`src/rtl/pu_msp430_perbus_master.sv`:
```
`default_nettype none
// ============================================================================
// pu_msp430_perbus_master : turns valid/ready host requests into single
// MSP430 peripheral-bus accesses and returns the result on a response channel.
// Rev 1.0
// ============================================================================
module pu_msp430_perbus_master #(
  parameter int WAIT_CYCLES = 0,
  parameter int WCNT_W      = 4
) (
  input  logic        mclk,
  input  logic        puc_rst_n,
  input  logic        req_valid,
  output logic        req_ready,
  input  logic [15:0] req_addr,
  input  logic        req_write,
  input  logic        req_byte,
  input  logic [15:0] req_wdata,
  output logic        rsp_valid,
  input  logic        rsp_ready,
  output logic [15:0] rsp_rdata,
  output logic        rsp_err,
  output logic [13:0] per_addr,
  output logic [15:0] per_din,
  output logic        per_en,
  output logic [1:0]  per_we,
  input  logic [15:0] per_dout
);

  typedef enum logic [1:0] {
    S_IDLE   = 2'd0,
    S_ACCESS = 2'd1,
    S_RESP   = 2'd2
  } state_e;

  localparam logic [WCNT_W-1:0] c_wait = WCNT_W'(WAIT_CYCLES);
  localparam logic [WCNT_W-1:0] c_one  = WCNT_W'(1);

  state_e             state_q, state_d;
  logic [WCNT_W-1:0]  cnt_q, cnt_d;
  logic [13:0]        addr_q, addr_d;
  logic [15:0]        din_q, din_d;
  logic               en_q, en_d;
  logic [1:0]         we_q, we_d;
  logic               wr_q, wr_d;
  logic               byte_q, byte_d;
  logic               a0_q, a0_d;
  logic               rvalid_q, rvalid_d;
  logic [15:0]        rdata_q, rdata_d;
  logic               rerr_q, rerr_d;
  logic               rdy_q, rdy_d;

  function automatic logic [1:0] we_mask(input logic wr, input logic byt, input logic a0);
    if (!wr)  return 2'b00;
    if (!byt) return 2'b11;
    return a0 ? 2'b10 : 2'b01;
  endfunction

  always_comb begin
    state_d  = state_q;
    cnt_d    = cnt_q;
    addr_d   = addr_q;
    din_d    = din_q;
    en_d     = en_q;
    we_d     = we_q;
    wr_d     = wr_q;
    byte_d   = byte_q;
    a0_d     = a0_q;
    rvalid_d = rvalid_q;
    rdata_d  = rdata_q;
    rerr_d   = rerr_q;
    case (state_q)
      S_IDLE: begin
        if (req_valid) begin
          if (req_addr[15] || (!req_byte && req_addr[0])) begin
            // Rejected request: answer immediately, bus stays untouched.
            rvalid_d = 1'b1;
            rerr_d   = 1'b1;
            rdata_d  = 16'h0000;
            state_d  = S_RESP;
          end else begin
            addr_d  = req_addr[14:1];
            din_d   = req_byte ? {req_wdata[7:0], req_wdata[7:0]} : req_wdata;
            en_d    = 1'b1;
            cnt_d   = c_wait;
            wr_d    = req_write;
            byte_d  = req_byte;
            a0_d    = req_addr[0];
            if (c_wait == '0) we_d = we_mask(req_write, req_byte, req_addr[0]);
            state_d = S_ACCESS;
          end
        end
      end
      S_ACCESS: begin
        if (cnt_q != '0) begin
          cnt_d = cnt_q - c_one;
          // Strobe is registered, so it is raised one edge before the final cycle.
          if (cnt_q == c_one) we_d = we_mask(wr_q, byte_q, a0_q);
        end else begin
          en_d     = 1'b0;
          we_d     = 2'b00;
          rvalid_d = 1'b1;
          rerr_d   = 1'b0;
          if (wr_q)        rdata_d = 16'h0000;
          else if (byte_q) rdata_d = {8'h00, a0_q ? per_dout[15:8] : per_dout[7:0]};
          else             rdata_d = per_dout;
          state_d  = S_RESP;
        end
      end
      S_RESP: begin
        if (rsp_ready) begin
          rvalid_d = 1'b0;
          state_d  = S_IDLE;
        end
      end
      default: state_d = S_IDLE;
    endcase
    rdy_d = (state_d == S_IDLE);
  end

  always_ff @(posedge mclk or negedge puc_rst_n) begin
    if (!puc_rst_n) begin
      state_q  <= S_IDLE;
      cnt_q    <= '0;
      addr_q   <= 14'h0000;
      din_q    <= 16'h0000;
      en_q     <= 1'b0;
      we_q     <= 2'b00;
      wr_q     <= 1'b0;
      byte_q   <= 1'b0;
      a0_q     <= 1'b0;
      rvalid_q <= 1'b0;
      rdata_q  <= 16'h0000;
      rerr_q   <= 1'b0;
      rdy_q    <= 1'b1;
    end else begin
      state_q  <= state_d;
      cnt_q    <= cnt_d;
      addr_q   <= addr_d;
      din_q    <= din_d;
      en_q     <= en_d;
      we_q     <= we_d;
      wr_q     <= wr_d;
      byte_q   <= byte_d;
      a0_q     <= a0_d;
      rvalid_q <= rvalid_d;
      rdata_q  <= rdata_d;
      rerr_q   <= rerr_d;
      rdy_q    <= rdy_d;
    end
  end

  assign req_ready = rdy_q;
  assign rsp_valid = rvalid_q;
  assign rsp_rdata = rdata_q;
  assign rsp_err   = rerr_q;
  assign per_addr  = addr_q;
  assign per_din   = din_q;
  assign per_en    = en_q;
  assign per_we    = we_q;

endmodule
`default_nettype wire

```
`config.mk`:
```
export PLATFORM = sky130hd
export DESIGN_NAME = pu_msp430_perbus_master
export DESIGN_NICKNAME = d
export VERILOG_FILES = /design/src/rtl/pu_msp430_perbus_master.sv
export SDC_FILE = /design/constraint.sdc
export NUM_CORES = 1
export LEC_CHECK = 0
export CORE_UTILIZATION = 44
export DETAILED_ROUTE_END_ITERATION = 8
export PLACE_DENSITY = 0.8
export SKIP_LAST_GASP = 1
export SYNTH_ARGS = -nofsm -noshare
export SYNTH_HDL_FRONTEND = slang
export SYNTH_SLANG_ARGS = --single-unit
```
`constraint.sdc`:
```
create_clock -name mclk -period 3.2 [get_ports mclk]
set_input_delay 0.64 -clock mclk [delete_from_list [all_inputs] [get_ports mclk]]
set_output_delay 0.64 -clock mclk [all_outputs]
set_load 0.01 [all_outputs]
```
==> impl_metrics.json <==
{
  "outcome": "complete, no violations",
  "grt_start_max_net_pins": 32,
  "start_util_pct": 46.28,
  "drt.antenna.violating_nets": 0,
  "tns_ns": 0,
  "chipWidth_um": 81.62,
  "n_antenna_cell": 0,
  "cts_num_sinks": 61,
  "fin_skew_ns": 0.005915,
  "grt_pass1_vias": 2277,
  "port_buffers": 105,
  "gp_congestion": 0.7849,
  "crit_required_ns": 3.42,
  "drv_cap": 0,
  "vias_per_cell": 5.144,
  "synth_area_mm2": 0.002789,
  "slowest_stage": "or3b_1",
  "synth_cell_type_count": 36,
  "fin_crit_sh_pct": 73.06,
  "leakagePower_uw": 0.001784,
  "die_h_um": 81.62,
  "worstSetupEndpointType": "flop",
  "num_vias": 2248,
  "hold_path_class": "input pin to asynchronous set/reset pin",
  "met2_usage_pct": 34.33,
  "gr-total-overflow": 0,
  "p_per_area_mw_per_mm2": 869.0,
  "syn_avg_cell_area_um2": 11.34,
  "layout_min_cycle_time_ns": 2.338,
  "relSlewSlack_pct": 51.79,
  "path_cells": "inv_1 > ha_1 > or3b_1 > or3b_4 > o21ai_4 > mux2_2",
  "dp_hpwl_mm": 4.669,
  "cts_resized": 0,
  "yosys_warnings": 0,
  "firstDrtPassIters": 4,
  "cts_hold_buf": 0,
  "drc": 0,
  "ys_seq_area_share_pct": 54.78,
  "grt_first_pass_wirelength_mm": 10.45,
  "setup_viol": 0,
  "row_count": 28,
  "drive_above_1_share_pct": 15.47,
  "routed_wl_mm": 6.507,
  "ir_worst_vdd_mv": 0.5489,
  "area_delta_synth_final_pct": 47.69,
  "place_inst": 421,
  "worstMarginPinSlew_ns": 0.7231,
  "grt_use_met3_pct": 6.444,
  "io_pins": 106,
  "drt-initial-drc-count": 158,
  "cp_max_fo": 13,
  "h-tree-depth": 3,
  "core_mm2": 0.006026,
  "grtUsageMet1_pct": 25.44,
  "synth-seq-cells": 61,
  "synth_nets": 303,
  "clkTransAtPathRegs_ns": 0.07,
  "hold_violations": 0,
  "die_area_mm2": 0.006661,
  "final_max_slew_viol_count": 0,
  "netlist_instances": 246,
  "fmax_ghz": 0.4277,
  "post_drt_wl_per_cell_um": 14.89,
  "insertion_delay_ns": 0.34,
  "nets": 414,
  "final-instance-count-excl-fill": 437,
  "final_cell_mix": "clkdlybuf4s50_1 (104), dfrtp_1 (60), nand2_1 (30)",
  "antenna_found_initial": 0,
  "grt_usage_pct": 21.15,
  "worst_ep_arrival_time_ns": 2.56,
  "crit_type": "flop to flop",
  "postCtsSetupRepairBufs": 0,
  "max_stage_delay_ns": 0.47,
  "final_common_cell": "clkdlybuf4s50_1",
  "clockBufferDepth": 2,
  "numCtsBuffers": 9,
  "root_buffer": "clkbuf_8",
  "startpoint_type": "flop",
  "grt_busiest_layer": "met2",
  "rsz0062_at_grt": "false",
  "cts_tree": "built"
}
metal layers:
layer,wire length [um],vias up
met5,0,-
met4,119,0
met3,600,13
met2,3068,89
met1,2718,1072
li1,-,1074
report_power, final:
part	switching, uW	internal [uW]	leakage, uW
sequential	258	1110	0.000752
clock	294	378	0.0000964
combinational	634	907	0.000935
total	1190	2390	0.00178
synthesized netlist by cell type:
cell        n  area, um^2
o22ai_1     2       12.51
ha_1        3       37.54
inv_1      13       48.80
nor2b_1     3       18.77
o22a_1      1       8.760
or3b_4      1       11.26
o21ai_4     1       16.27
buf_2       5       25.02
buf_1       1       3.750
mux2_2     27       304.0
or3b_2      1       8.760
nor2_1     12       45.04
or3_1       1       6.260
or3b_1      1       8.760
o31ai_1     1       7.510
nand4_1     1       6.260
o21a_1      1       7.510
mux2_1      3       33.78
a21o_1      1       7.510
or4_1       1       7.510
dfrtp_1    60        1501
mux2_4      2       30.03
nor4_4      1       21.27
dfstp_2     1       26.28
nor3_1      3       15.01
mux2i_1    18       180.2
buf_12      1       20.02
nor3b_1     1       7.510
a21oi_1    21       105.1
o2111ai_1   1       8.760
nand2b_1    3       18.77
clkbuf_1    5       18.77
nand2_1    30       112.6
o21ai_0     8       40.04
nand3_1    10       50.05
a22oi_1     1       7.510
per-stage QoR:
step	setup WS (ns)	power, uW	hold slack (ns)	area [um^2]	utilization [%]
2_1_floorplan	0.9948	2129	0.3444	2789	-
3_3_place_gp	0.6190	2875	0.4723	3926	65.16
3_5_place_dp	0.5590	2925	0.4839	3926	65.16
4_1_cts	0.8609	3612	0.3662	4119	68.36
5_1_grt	0.7529	3817	0.4077	4119	68.36
6_report	0.8621	3579	0.3507	4119	68.36
layout make-up:
cell class,instances,area (um^2)
clock buffers,12,145.1
clock inverters,4,47.55
fillers,455,1907
inverters,13,48.80
multi-input cells,160,1145
flip-flops and latches,61,1528
well taps,75,93.84
repair buffers,112,1111
state kept, by name, summed over array words and instances, names as in the netlist:
name and flops:
per_din 16, rsp_rdata 16, per_addr 14, cnt_q 4, per_we 2, state_q 2
a0_q 1, byte_q 1, per_en 1, req_ready 1, rsp_err 1, rsp_valid 1
wr_q 1
cell families (layout without fill, tap and decap cells):
group                      Yosys count  count (layout)  share of synthesized area (%)
and+or+nand+nor                     69              69                          12.11
DFF                                 61              61                          54.78
muxes                               50              50                          19.65
AOI/OAI and AO/OA                   38              38                          7.941
buffers and inverters               25             141                          4.172
adders and majority gates            3               3                          1.346
final timing paths:
kind                                     startpoint                  endpoint  slack [ns]  cells after the start
setup / recovery               cnt_q[1]$_DFFE_PN0P_  rsp_rdata[0]$_DFFE_PN0P_        0.86                      6
hold / removal                            puc_rst_n  rsp_rdata[8]$_DFFE_PN0P_        0.35                      1
setup reg to reg               cnt_q[1]$_DFFE_PN0P_  rsp_rdata[0]$_DFFE_PN0P_        0.86                      6
hold reg to reg            rsp_rdata[5]$_DFFE_PN0P_  rsp_rdata[5]$_DFFE_PN0P_        0.50                      1
max in group asynchronous                 puc_rst_n       req_ready$_DFF_PN1_        2.18                      2
min in group mclk          rsp_rdata[5]$_DFFE_PN0P_  rsp_rdata[5]$_DFFE_PN0P_        0.50                      1
critical path, delay by kind of cell, from the launching register on:
family | cells | cell delay, ns
and+or+nand+nor | 2 | 0.91
muxes | 1 | 0.40
DFF | 1 | 0.38
adders and majority gates | 1 | 0.20
AOI/OAI and AO/OA | 1 | 0.20
buffers and inverters | 1 | 0.12
(Power assumes the default switching activity.)
